==> src/rtl/lpf_sequencer.sv <==
// Sample sequencer: tick -> ADC request/ack -> one-cycle filter enable -> registered y_data/y_valid (ack edge + 2).
// Define LPF_SEQ_TIMEOUT_EN to abort a request after TIMEOUT cycles without adc_ack and raise timeout_err.
module lpf_sequencer #(
    parameter int Width   = 10,
    parameter int CLK_DIV = 20000,
    parameter int WARMUP  = 16,
    parameter int TIMEOUT = 255
) (
    input  logic             clk,
    input  logic             rst,
    input  logic             run,
    output logic             adc_req,
    input  logic             adc_ack,
    input  logic [Width-1:0] adc_data,
    output logic             lpf_en,
    output logic [Width-1:0] lpf_x,
    input  logic [Width-1:0] lpf_y,
    output logic             y_valid,
    output logic [Width-1:0] y_data,
    output logic             busy,
    output logic             overrun,
    output logic             timeout_err
);

    localparam int TW = $clog2(CLK_DIV);
    localparam logic [7:0] WARM8 = 8'(WARMUP);

    typedef enum logic [1:0] {S_IDLE, S_REQ, S_FILT, S_EMIT} state_t;

    state_t           r_state;
    state_t           w_state_nxt;
    logic [TW-1:0]    r_tick_cnt;
    logic [7:0]       r_smp_cnt;
    logic             r_adc_req;
    logic             r_lpf_en;
    logic [Width-1:0] r_lpf_x;
    logic             r_y_valid;
    logic [Width-1:0] r_y_data;
    logic             r_busy;
    logic             r_overrun;

    logic             w_tick;
    logic             w_adc_req_nxt;
    logic             w_lpf_en_nxt;
    logic             w_y_valid_nxt;
    logic             w_latch_x;
    logic             w_emit;
    logic [7:0]       w_cnt_inc;
`ifdef LPF_SEQ_TIMEOUT_EN
    logic [15:0]      r_to_cnt;
    logic             r_timeout_err;
    logic             w_to_fire;
`endif

    // tick is gated by run so a stale count can never start or drop a sample
    assign w_tick    = run && (r_tick_cnt == TW'(CLK_DIV - 1));
    assign w_cnt_inc = (r_smp_cnt == 8'hFF) ? 8'hFF : r_smp_cnt + 8'd1;

    always_ff @(posedge clk) begin
        if (rst || !run) begin
            r_tick_cnt <= '0;
        end else if (w_tick) begin
            r_tick_cnt <= '0;
        end else begin
            r_tick_cnt <= r_tick_cnt + TW'(1);
        end
    end

    always_comb begin
        w_state_nxt   = r_state;
        w_adc_req_nxt = 1'b0;
        w_lpf_en_nxt  = 1'b0;
        w_y_valid_nxt = 1'b0;
        w_latch_x     = 1'b0;
        w_emit        = 1'b0;
`ifdef LPF_SEQ_TIMEOUT_EN
        w_to_fire     = 1'b0;
`endif
        case (r_state)
            S_IDLE: begin
                if (w_tick) begin
                    w_state_nxt   = S_REQ;
                    w_adc_req_nxt = 1'b1;
                end
            end
            S_REQ: begin
                if (!run) begin
                    w_state_nxt = S_IDLE;
                end else if (adc_ack) begin
                    w_state_nxt  = S_FILT;
                    w_lpf_en_nxt = 1'b1;
                    w_latch_x    = 1'b1;
`ifdef LPF_SEQ_TIMEOUT_EN
                end else if (r_to_cnt == 16'(TIMEOUT - 1)) begin
                    w_state_nxt = S_IDLE;
                    w_to_fire   = 1'b1;
`endif
                end else begin
                    w_adc_req_nxt = 1'b1;
                end
            end
            S_FILT: begin
                w_state_nxt = S_EMIT;
            end
            S_EMIT: begin
                w_state_nxt   = S_IDLE;
                w_emit        = 1'b1;
                w_y_valid_nxt = (w_cnt_inc > WARM8);
            end
            default: begin
                w_state_nxt = S_IDLE;
            end
        endcase
    end

    always_ff @(posedge clk) begin
        if (rst) begin
            r_state   <= S_IDLE;
            r_adc_req <= 1'b0;
            r_lpf_en  <= 1'b0;
            r_lpf_x   <= '0;
            r_y_valid <= 1'b0;
            r_y_data  <= '0;
            r_busy    <= 1'b0;
            r_overrun <= 1'b0;
            r_smp_cnt <= '0;
        end else begin
            r_state   <= w_state_nxt;
            r_adc_req <= w_adc_req_nxt;
            r_lpf_en  <= w_lpf_en_nxt;
            r_y_valid <= w_y_valid_nxt;
            r_busy    <= (w_state_nxt != S_IDLE);
            if (w_latch_x) begin
                r_lpf_x <= adc_data;
            end
            if (w_emit) begin
                r_y_data <= lpf_y;
            end
            if (!run) begin
                r_smp_cnt <= '0;
            end else if (w_emit) begin
                r_smp_cnt <= w_cnt_inc;
            end
            if (w_tick && (r_state != S_IDLE)) begin
                r_overrun <= 1'b1;
            end
        end
    end

`ifdef LPF_SEQ_TIMEOUT_EN
    always_ff @(posedge clk) begin
        if (rst) begin
            r_to_cnt      <= '0;
            r_timeout_err <= 1'b0;
        end else begin
            if (r_state == S_REQ) begin
                r_to_cnt <= r_to_cnt + 16'd1;
            end else begin
                r_to_cnt <= '0;
            end
            if (w_to_fire) begin
                r_timeout_err <= 1'b1;
            end
        end
    end
    assign timeout_err = r_timeout_err;
`else
    assign timeout_err = 1'b0;
`endif

    assign adc_req = r_adc_req;
    assign lpf_en  = r_lpf_en;
    assign lpf_x   = r_lpf_x;
    assign y_valid = r_y_valid;
    assign y_data  = r_y_data;
    assign busy    = r_busy;
    assign overrun = r_overrun;

endmodule

==> config.mk <==
export PLATFORM = sky130hd
export DESIGN_NAME = lpf_sequencer
export DESIGN_NICKNAME = d
export VERILOG_FILES = /design/src/rtl/lpf_sequencer.sv
export SDC_FILE = /design/constraint.sdc
export NUM_CORES = 1
export LEC_CHECK = 0
export BUFFER_PORTS_ARGS = -buffer_cell sky130_fd_sc_hd__buf_2
export CORE_ASPECT_RATIO = 0.75
export CORE_MARGIN = 3
export CORE_UTILIZATION = 30
export DETAILED_ROUTE_END_ITERATION = 7
export GPL_TIMING_DRIVEN = 0
export MAX_ROUTING_LAYER = met4
export PLACE_DENSITY_LB_ADDON = 0.05
export REMOVE_ABC_BUFFERS = 1
export SLEW_MARGIN = 20
export SYNTH_ARGS = -nofsm -noshare
export SYNTH_HDL_FRONTEND = slang
export SYNTH_SLANG_ARGS = --single-unit
==> constraint.sdc <==
create_clock -name clk -period 3.6 [get_ports clk]
set_input_delay 0.36 -clock clk [delete_from_list [all_inputs] [get_ports clk]]
set_output_delay 0.36 -clock clk [all_outputs]
set_load 0.03 [all_outputs]
* Word level (Yosys, flattened, before mapping) *
Index checks and enable logic that the tools add are counted.

storage, ports and cells
  bits in registers = 50
  word-level logic and storage cells = 43

cells by class
  equal/unequal tests = 5
  reduce and logical (&&, ||, !) cells = 10
  bitwise logic cells = 2
  order comparisons = 1
  add/subtract/negate cells = 2
  mux-type cells = 13

operator list
  kind                     count
  $add A15 B1 Y15 const B  1
  $eq A15 B15 Y1 const B   1
  $add A8 B1 Y8 const B    1
  $eq A8 B8 Y1 const B     1
  $gt A8 B5 Y1 const B     1
  $mux W8                  1
  $pmux W2 S4              1
  $mux W1                  7
  $mux W2                  3
  $reduce_or A2 Y1         3
  $eq A2 B2 Y1 const B     2
  $reduce_bool A2 Y1       2
  $eq A2 B1 Y1 const B     1
  $logic_and A1 B1 Y1      2
  $logic_not A2 Y1         1
  $not A1 Y1               2
  $pmux W1 S2              1
  $logic_not A1 Y1         1
  $logic_or A1 B1 Y1       1

* Depth between registers and ports, before layout *
Gate-level depths: netlist (run 1).

  depth after elaboration = 5
  mapped depth = 8
  mapped depth without buffers = 5

* Worst setup path before layout (run 1) *
OpenSTA, ideal clock, no wires.

  kind = reg-to-reg
  start point = reg r_smp_cnt[0]
  end point = reg r_y_valid (netlist: y_valid)
  setup slack = 1.924 ns
  period minus slack after synthesis = 1.676 ns
  setup time = 0.125 ns
  stages on the path, launching flop included = 6
  arrival time = 1.551 ns
  cells stage by stage = dfxtp_1 -> ha_1 -> or4b_2 -> a21oi_1 -> or3_1 -> a31oi_1

between the ends
  longest elaborated chain between the ends = 3
  elaborated cells on any way between the ends = 4
  classes of those cells = add/sub: 1; order compare: 1; eq/ne: 1; mux: 1

RTL lines
  item                                                  RTL line  RTL
  from (decl)                                           33        logic [7:0] r_smp_cnt;
  from (signal assigned)                                142       r_smp_cnt <= w_cnt_inc;
  $add A8 B1 Y8 / $eq A8 B8 Y1 (equally long branches)  57        assign w_cnt_inc = (r_smp_cnt == 8'hFF) ? 8'hFF : r_smp_cnt + 8'd1;
  $mux W8 (*)                                           57
  $gt A8 B5 Y1 (*)                                      108       w_y_valid_nxt = (w_cnt_inc > WARM8);
  to (signal assigned)                                  131       r_y_valid <= w_y_valid_nxt;
  to (decl)                                             37        logic r_y_valid;

Every way passes the cells marked *; elsewhere a longest branch is shown, timed or not.
A chain may end at the register's enable or synchronous reset.

* Worst setup path in the final report (run 1) *
  start point = reg r_tick_cnt[0]
  end point = reg r_tick_cnt[10]

between the ends
  longest elaborated chain between the ends = 3
  elaborated cells on any way between the ends = 4
  classes of those cells = add/sub: 1; eq/ne: 1; reduce/logical: 2

RTL lines
  item                                                                     RTL line  RTL
  from (decl)                                                              32        logic [TW-1:0] r_tick_cnt;
  from (signal assigned)                                                   65        r_tick_cnt <= r_tick_cnt + TW'(1);
  parallel branches: the longest is 3 deep, another holds $add A15 B1 Y15  -

Several ways; the timed one is not identified.

==> metrics.md, run 1 <==
| Metric | Value |
|---|---|
| Slew Limit Fails | `0` |
| Hold WS | `0.291 ns` |
| Starting Density | `0.318` |
| VDD IR max | `0.167 mV` |
| Post-Synth Simple-Gate Area | `0.290` |
| N_diodes | `0` |
| Post-synthesis mux area share | `0` |
| YS warnings | `0` |
| Tcrit/Tclk final | `0.511` |
| CP Data Arrival Time | `2.01 ns` |
| Synth Area in Adders | `0.0122` |
| HPWL after detailed placement | `3.10 mm` |
| CP Class | `flop to flop` |
| Std cell rows | `25` |
| DR vias/cell | `4.65` |
| Synth Area in XOR/XNOR | `0.0554` |
| GRT Residual Overflow | `0` |
| IO Port Bufs | `48` |
| Worst-path maximum fanout | `14` |
| Tmin final | `1.84 ns` |
| Tot Pwr | `0.910 mW` |
| Root Buffer | `clkbuf_8` |
| Clk Latency, worst-skew pair | `0.29 ns` |
| Pwr dens | `378 nW/um^2` |
| Rel. slew slack | `0.593` |
| Met2 Use GR | `0.169` |
| Yosys reg bits | `50` |
| Cells after synthesis | `246` |
| Dpl cell area | `2320 um^2` |
| Nets | `314` |
| Gpl congestion | `0.738` |
| Clock sink count | `50` |
| Critical Path End Type | `flop` |
| Syn_area_per_cell | `8.36 um^2` |
| Sequential share of the synthesized area | `0.487` |
| CTS clk-pin slew, worst paths | `0.09 ns` |
| Max Clock Freq | `0.543 GHz` |
| Compound-Gate Fraction of Synth Area | `0.108` |
| GRT Total Usage | `0.118` |
| Antenna Nets Post-Route | `0` |
| Worst min path class | `input pin to flop` |
| Placed insts | `362` |
| Cell leakage power | `0.881 nW` |
| Critical Path RT | `3.77 ns` |
| Die Area | `7900 um^2` |
| Starting DRT DRC Count | `42` |
| WL per Instance | `12.1 um` |
| Final setup fails | `0` |
| Die Span Y | `77.7 um` |
| CTS resizes | `0` |
| Grt met1 use | `0.165` |
| PnR worst setup slack | `1.76 ns` |
| CTS tree | `done` |
| Crit start category | `flop` |
| Final WL | `4.47 mm` |
| # IOs | `50` |
| Place WS | `1.59 ns` |
| Die span in x | `102 um` |
| Layout cells sized above 1 | `0.211` |
| # DRC | `0` |
| Total CTS buffers | `5` |
| Outcome | `completed` |
| Hold Fails Final Rpt | `0` |
| CORE AREA | `6470 um^2` |
| Setup bufs post-CTS | `0` |
| Util after Layout | `0.372` |
| Vias | `1720` |
| Filler cells | `694` |
| RSZ-0062 raised after global routing | `no` |
| Vias in the first global route | `1607` |
| Max Cap Violations | `0` |
| Largest family of logic cells by synthesized area | `simple AND/OR/NAND/NOR gates` |
| Netlist cell types | `34` |
| First-pass GRT wire length | `7.44 mm` |
| Cell Count, Final, Fillers Out | `370` |
| Antenna violations before repair | `0` |
| Synth Cell Area | `2060 um^2` |
| Largest net degree at the start of global routing | `29` |
| Least-Margin Pin Slew | `0.609 ns` |
| Global route hottest layer | `met2` |
| H-tree lvl count | `2` |
| Cell area after layout | `2410 um^2` |
| Hold_buf cts | `0` |
| Max Buffers Root-to-Sink | `2` |
| Pre-antenna DRT Iters | `4` |
| Setup TNS Final | `0 ns` |
| GRT met3 Usage | `0.0359` |
| P&R area growth vs syn | `17.0%` |
| Clock Skew | `0.00744 ns` |
## flip-flops by register name, summed over array words and instances (netlist names)
signal      count
y_valid         1
adc_req         1
y_data         10
lpf_en          1
r_smp_cnt       8
busy            1
r_tick_cnt     15
overrun         1
lpf_x          10
r_state         2
## power breakdown
group	switching (mW)	internal [mW]	leakage, nW	total, mW
combinational	0.0151	0.0109	0.430	0.0260
sequential	0.000947	0.554	0.403	0.554
clock	0.174	0.155	0.0482	0.330
total	0.190	0.720	0.881	0.910
## per-layer routing
metal / share of wire / vias to the layer above
met5: 0 / -
met1: 0.54 / 762
met3: 0.051 / 2
met2: 0.40 / 31
li1: - / 925
met4: 0.0045 / 0
## final cells by class
type	instances	area [um^2]	share of cell area
timing repair buffer	48	240	0.0998
clock inverter	1	5.00	0.00208
multi-input combinational	180	962	0.400
tap	81	101	0.0421
clock buffer	7	86.3	0.0359
sequential	50	1000	0.416
inverter	3	11.3	0.00468
## synth_stat cells
| master | number | area share |
|---|---|---|
| nor3_1 | 5 | 0.012 |
| or2_2 | 2 | 0.0061 |
| dfxtp_1 | 50 | 0.49 |
| ha_1 | 2 | 0.012 |
| xor2_1 | 7 | 0.030 |
| and4bb_2 | 1 | 0.0061 |
| conb_1 | 1 | 0.0018 |
| nand4_1 | 6 | 0.018 |
| xnor2_1 | 6 | 0.026 |
| and4_2 | 1 | 0.0049 |
| a21oi_1 | 28 | 0.068 |
| inv_1 | 3 | 0.0055 |
| nor2_1 | 25 | 0.046 |
| nand2b_1 | 4 | 0.012 |
| nor4_1 | 5 | 0.015 |
| a31oi_1 | 5 | 0.015 |
| nand3_1 | 8 | 0.019 |
| or2_1 | 1 | 0.0030 |
| nand2_1 | 50 | 0.091 |
| o21ai_0 | 4 | 0.0097 |
| and4_1 | 3 | 0.013 |
| nor3b_1 | 1 | 0.0037 |
| and2_1 | 2 | 0.0061 |
| clkbuf_1 | 7 | 0.013 |
| and3b_1 | 1 | 0.0043 |
| and3_1 | 1 | 0.0030 |
| a211oi_1 | 3 | 0.011 |
| nand3b_1 | 2 | 0.0073 |
| or3_1 | 3 | 0.0091 |
| buf_4 | 1 | 0.0037 |
| buf_1 | 1 | 0.0018 |
| a311oi_1 | 1 | 0.0043 |
| buf_6 | 4 | 0.022 |
| or4b_2 | 2 | 0.0097 |
## cell families after synthesis
family	count (synthesis)
adder cells (fa/ha/maj)	2
flip-flops	50
AO/OA/AOI/OAI	41
buffers and inverters	16
AND/OR/NAND/NOR	123
XOR/XNOR	13
other	1
## cells in the final DEF, fill, tap and decap left out, types with 4 or more instances in the layout
cell	n
xnor2_1	6
a21oi_1	28
dfxtp_1	50
nand4_1	6
nor4_1	5
clkbuf_8	6
xor2_1	7
o21ai_0	4
nand2b_1	4
nand3_1	8
nor3_1	5
nor2_1	25
a31oi_1	5
nand2_1	50
buf_2	48
## final timing paths
kind | from | end | slack, ns | cells past startpoint
max | r_tick_cnt[0] | r_tick_cnt[10] | 1.76 | 5
min reg2reg | y_data[6] | y_data[6] | 0.45 | 2
max reg2reg | r_tick_cnt[0] | r_tick_cnt[10] | 1.76 | 5
min | adc_data[5] | lpf_x[5] | 0.29 | 3
## critical path, stage by stage, from the launching register on
cell	delay, ns
dfxtp_1	0.38
ha_1	0.22
and4_1	0.34
and4_1	0.25
or2_1	0.43
nor2_1	0.10
Note: power is estimated with default switching activity, not from simulation.
==> run 2, diff against run 1 <==
==> constraint.sdc (replaced) <==
create_clock -name clk -period 1.6 [get_ports clk]
set_input_delay 0.16 -clock clk [delete_from_list [all_inputs] [get_ports clk]]
set_output_delay 0.16 -clock clk [all_outputs]
set_load 0.03 [all_outputs]
==> run 2 against run 1 <==
Final cell count is 1.1% higher. Worst hold slack worse by 0.20 ns. Utilization is 1.3 points higher. Via count is 1.4% higher. Total power is 120% higher. Clock skew is 0.0020 ns higher. Sequential share of layout area is 1.1 points lower. Non-clock buffer count is 4 higher. First-iteration DRC count is 19% lower. Routed wire length is 2.5% higher.
==> metrics.md, run 2 (synthesized netlist as in run 1, its figures left out) <==
| Metric | Value |
|---|---|
| Slew Limit Fails | `0 (unchanged)` |
| IO Port Bufs | `48 (unchanged)` |
| GRT Residual Overflow | `0 (unchanged)` |
| Final setup fails | `0 (unchanged)` |
| Starting Density | `0.318 (unchanged)` |
| # DRC | `0 (unchanged)` |
| Pwr dens | `820 nW/um^2 (+120%)` |
| Hold Fails Final Rpt | `0 (unchanged)` |
| Commonest non-fill, non-tap cells in the layout | `49 x nand2_1, 48 x buf_2, 47 x dfxtp_1` |
| CTS tree | `done` |
| Die Span Y | `77.7 um (unchanged)` |
| Tmin final | `1.51 ns (-0.331 ns)` |
| Die span in x | `102 um (unchanged)` |
| Filler cells | `693 (-0.14%)` |
| HPWL after detailed placement | `3.10 mm (unchanged)` |
| Place WS | `-0.249 ns (-1.83 ns)` |
| Util after Layout | `0.385 (+0.0131)` |
| Max Cap Violations | `0 (unchanged)` |
| Pre-antenna DRT Iters | `4 (unchanged)` |
| GRT Total Usage | `0.122 (+0.00326)` |
| Least-Margin Pin Slew | `0.536 ns (-0.0729 ns)` |
| Critical Path End Type | `flop` |
| Max Buffers Root-to-Sink | `2 (unchanged)` |
| Critical Path RT | `1.77 ns (-2.00 ns)` |
| H-tree lvl count | `2 (unchanged)` |
| Largest net degree at the start of global routing | `29 (unchanged)` |
| Root Buffer | `clkbuf_8` |
| CORE AREA | `6470 um^2 (unchanged)` |
| Max Clock Freq | `0.662 GHz (+22%)` |
| Tcrit/Tclk final | `0.944 (+0.432)` |
| Hold WS | `0.0912 ns (-0.200 ns)` |
| Crit start category | `flop` |
| Antenna Nets Post-Route | `0 (unchanged)` |
| Std cell rows | `25 (unchanged)` |
| Vias in the first global route | `1647 (+2.5%)` |
| First-pass GRT wire length | `7.65 mm (+2.9%)` |
| Layout cells sized above 1 | `0.263 (+0.0517)` |
| Starting DRT DRC Count | `34 (-19%)` |
| CTS clk-pin slew, worst paths | `0.09 ns (about the same)` |
| Clk Latency, worst-skew pair | `0.29 ns (about the same)` |
| Nets | `318 (+1.3%)` |
| Clock Skew | `0.00940 ns (+0.00196 ns)` |
| Multi-input logic area | `1010 um^2 (+4.8%)` |
| VDD IR max | `0.373 mV (+120%)` |
| RSZ-0062 raised after global routing | `yes` |
| N_diodes | `0 (unchanged)` |
| Final WL | `4.59 mm (+2.5%)` |
| Outcome | `completed` |
| PnR worst setup slack | `0.0900 ns (-1.67 ns)` |
| Reg area | `1010 um^2 (+0.88%)` |
| CP Class | `flop to flop` |
| # IOs | `50 (unchanged)` |
| Worst-path maximum fanout | `4 (-10)` |
| P&R area growth vs syn | `21.2%` |
| Largest register FFs | `15 (unchanged)` |
| Die Area | `7900 um^2 (unchanged)` |
| CP Data Arrival Time | `1.68 ns (-0.33 ns)` |
| Cell leakage power | `0.910 nW (+3.3%)` |
| WL per Instance | `12.3 um (+1.4%)` |
| Total CTS buffers | `5 (unchanged)` |
| Clock sink count | `50 (unchanged)` |
| Register with the most flip-flops | `r_tick_cnt` |
| Most common cell after layout, fill and taps aside | `nand2_1` |
| Vias | `1744 (+1.4%)` |
| Antenna violations before repair | `0 (unchanged)` |
| Rel. slew slack | `0.643 (+0.0496)` |
| Worst min path class | `input pin to flop` |
| Gpl congestion | `0.738 (unchanged)` |
| DR vias/cell | `4.66 (+0.31%)` |
| Hold_buf cts | `0 (unchanged)` |
run 2: worst max-delay path: stages (launching register included):
cell and delay (ns):
dfxtp_4 0.36, ha_4 0.25, or4b_4 0.47, a21oi_1 0.12, or3_1 0.11, a31oi_1 0.08
run 2: repair_timing:
| action | 4_1_cts | 5_1_grt |
|---|---|---|
| gates resized for setup | 18 | 1 |
| setup endpoints to repair | 24 | 4 |
| pin swaps | 4 | 1 |
| endpoints found under the hold margin | 0 | 0 |
| buffers inserted | 2 | 2 |
run 2: worst paths after layout:
kind / start / to / slack (ns) / depth (start not counted)
max: r_smp_cnt[1] / y_valid / 0.09 / 5
min: adc_data[5] / lpf_x[5] / 0.09 / 3
max reg2reg: r_smp_cnt[1] / y_valid / 0.09 / 5
min reg2reg: r_tick_cnt[0] / r_tick_cnt[0] / 0.44 / 1
run 2: layer usage:
layer | global-route usage | vias up | share of wire
met2 | 0.174 | 31 | 0.40
met3 | 0.0359 | 2 | 0.049
met5 | - | - | 0
li1 | - | 934 | -
met4 | 0.0239 | 0 | 0.0044
met1 | 0.171 | 777 | 0.54
run 2: final cells by class:
type | count | share of cell area
flip-flops and latches | 50 | 0.405
multi-input cells | 180 | 0.405
repair buffers | 52 | 0.108
well taps | 81 | 0.0407
clock buffers | 7 | 0.0346
inverters | 3 | 0.00452
clock inverters | 1 | 0.00201
run 2: where the power goes:
part           internal, mW  switching, mW
Clock                 0.349          0.389
Sequential             1.24        0.00233
Combinational        0.0259         0.0346
Total                  1.62          0.425
run 2: stage by stage:
step / cells / setup TNS (ns) / instance area (um^2) / total power [mW]
after floorplan: 233 / -0.0757 / 1970 / 1.29
after global placement: 362 / -4.94 / 2320 / 1.34
after detailed placement: 362 / -4.55 / 2320 / 1.34
after CTS: 372 / 0 / 2470 / 2.09
after global routing: 374 / -0.133 / 2490 / 2.14
final: 374 / 0 / 2490 / 2.04
==> run 3, diff against run 2 <==
==> constraint.sdc (replaced) <==
create_clock -name clk -period 1.8 [get_ports clk]
set_input_delay 0.18 -clock clk [delete_from_list [all_inputs] [get_ports clk]]
set_output_delay 0.18 -clock clk [all_outputs]
set_load 0.03 [all_outputs]
==> run 3 against run 2 <==
Maximum frequency decreased by 12%. Largest cell class unchanged. Critical path depth unchanged. Total power shrank 11%. Sequential share of layout area up 0.81 points. Global-route usage fell by 0.33 points. Non-clock buffer count shrank 4. Routed wire length decreased by 2.5%. Final cell count decreased by 1.1%. Worst hold slack better by 0.020 ns.
==> metrics.md, run 3 (synthesized netlist as in run 1, its figures left out) <==
| Metric | Value |
|---|---|
| Clock sink count | `50 (unchanged)` |
| Max Clock Freq | `0.580 GHz (-12%)` |
| Hold Fails Final Rpt | `0 (unchanged)` |
| Nets | `314 (-1.3%)` |
| Die span in x | `102 um (unchanged)` |
| Root Buffer | `clkbuf_8` |
| Most common cell after layout, fill and taps aside | `nand2_1` |
| Final WL | `4.47 mm (-2.5%)` |
| Starting DRT DRC Count | `47 (+38%)` |
| WL per Instance | `12.1 um (-1.4%)` |
| Grt met1 use | `0.165 (-0.00553)` |
| Antenna Nets Post-Route | `0 (unchanged)` |
| Vias in the first global route | `1607 (-2.4%)` |
| VDD IR max | `0.332 mV (-11%)` |
| Tmin final | `1.72 ns (+0.215 ns)` |
| Clk Latency, worst-skew pair | `0.29 ns (about the same)` |
| Max Buffers Root-to-Sink | `2 (unchanged)` |
| Slew Limit Fails | `0 (unchanged)` |
| H-tree lvl count | `2 (unchanged)` |
| Crit start category | `flop` |
| P&R area growth vs syn | `18.1%` |
| Critical Path End Type | `flop` |
| CP Class | `flop to flop` |
| First-pass GRT wire length | `7.44 mm (-2.8%)` |
| GRT met3 Usage | `0.0359 (unchanged)` |
| Commonest non-fill, non-tap cells in the layout | `49 x nand2_1, 48 x dfxtp_1, 48 x buf_2` |
| Global route hottest layer | `met2` |
| PnR worst setup slack | `0.0754 ns (-0.0146 ns)` |
| Setup TNS Final | `0 ns (unchanged)` |
| Die Span Y | `77.7 um (unchanged)` |
| HPWL after detailed placement | `3.10 mm (unchanged)` |
| CTS tree | `done` |
| Worst-path maximum fanout | `7 (+3)` |
| Filler cells | `694 (+0.14%)` |
| Die Area | `7900 um^2 (unchanged)` |
| GRT Total Usage | `0.118 (-0.00326)` |
| N_diodes | `0 (unchanged)` |
| CP Data Arrival Time | `1.90 ns (+0.22 ns)` |
| Pre-antenna DRT Iters | `4 (unchanged)` |
| Worst min path class | `input pin to flop` |
| Register with the most flip-flops | `r_tick_cnt` |
| Tot Pwr | `1.82 mW (-11%)` |
| Largest net degree at the start of global routing | `29 (unchanged)` |
| Outcome | `completed` |
| IO Port Bufs | `48 (unchanged)` |
| Met2 Use GR | `0.169 (-0.00457)` |
| Hold_buf cts | `0 (unchanged)` |
| # DRC | `0 (unchanged)` |
| Cell Count, Final, Fillers Out | `370 (-1.1%)` |
| Largest register FFs | `15 (unchanged)` |
| # IOs | `50 (unchanged)` |
| Cell leakage power | `0.882 nW (-3.0%)` |
| DR vias/cell | `4.65 (-0.19%)` |
| Clock Skew | `0.00734 ns (-0.00206 ns)` |
| GRT Residual Overflow | `0 (unchanged)` |
| Starting Density | `0.318 (unchanged)` |
| Gpl congestion | `0.738 (unchanged)` |
| Vias | `1722 (-1.3%)` |
| Rel. slew slack | `0.659 (+0.0167)` |
| Total CTS buffers | `5 (unchanged)` |
| Place WS | `-0.0487 ns (+0.200 ns)` |
| Placed insts | `362 (unchanged)` |
| CTS clk-pin slew, worst paths | `0.09 ns (about the same)` |
| Layout cells sized above 1 | `0.235 (-0.0275)` |
| CORE AREA | `6470 um^2 (unchanged)` |
| Critical Path RT | `1.97 ns (+0.20 ns)` |
| Setup bufs post-CTS | `0 (-2)` |
| Std cell rows | `25 (unchanged)` |
| Max Cap Violations | `0 (unchanged)` |
| Final setup fails | `0 (unchanged)` |
| Tcrit/Tclk final | `0.958 (+0.0144)` |
| Antenna violations before repair | `0 (unchanged)` |
| Least-Margin Pin Slew | `0.511 ns (-0.0251 ns)` |
| RSZ-0062 raised after global routing | `no` |
| Pwr dens | `750 nW/um^2 (-8.6%)` |
-- run 3: critical path, cell delays in order, from the launching register on --
cell and delay (ns):
dfxtp_2 0.41, ha_4 0.23, or4b_2 0.61, a21oi_1 0.16, or3_1 0.12, a31oi_1 0.08
-- run 3: layout make-up --
type | count | area (um^2) | share of cell area
sequential | 50 | 1000 | 0.413
multi-input combinational | 180 | 981 | 0.404
timing repair buffer | 48 | 240 | 0.0989
tap | 81 | 101 | 0.0417
clock buffer | 7 | 86.3 | 0.0355
inverter | 3 | 11.3 | 0.00464
clock inverter | 1 | 5.00 | 0.00206
-- run 3: where the power goes --
part / internal, mW / switching [mW] / total [mW] / leakage [nW]
combinational: 0.0221 / 0.0301 / 0.0522 / 0.430
clock: 0.311 / 0.348 / 0.659 / 0.0482
sequential: 1.11 / 0.00190 / 1.11 / 0.404
total: 1.44 / 0.381 / 1.82 / 0.882
-- run 3: metrics by stage --
step	utilization	area, um^2	hold WS (ns)
after floorplan	-	1970	0.249
after global placement	0.358	2320	0.424
after detailed placement	0.358	2320	0.426
after CTS	0.372	2410	0.100
after global routing	0.375	2430	0.0985
final	0.375	2430	0.111
-- run 3: routing by layer --
layer / routed length [um] / part of all wire / vias up
met5: 0 / 0 / -
li1: - / - / 924
met1: 2420 / 0.54 / 767
met3: 222 / 0.050 / 2
met4: 20 / 0.0045 / 0
met2: 1810 / 0.40 / 29
-- run 3: timing repair --
item,4_1_cts,5_1_grt
gates cloned,0,0
endpoints found under the hold margin,0,0
gates resized for setup,3,6
endpoints found under the setup margin,17,15
pin swaps,0,0
-- run 3: path summary, 6_finish.rpt --
kind	cells after the start	to	from	slack, ns
max	5	y_valid	r_smp_cnt[0]	0.08
max reg2reg	5	y_valid	r_smp_cnt[0]	0.08
min reg2reg	2	y_data[6]	y_data[6]	0.45
min	3	lpf_x[5]	adc_data[5]	0.11
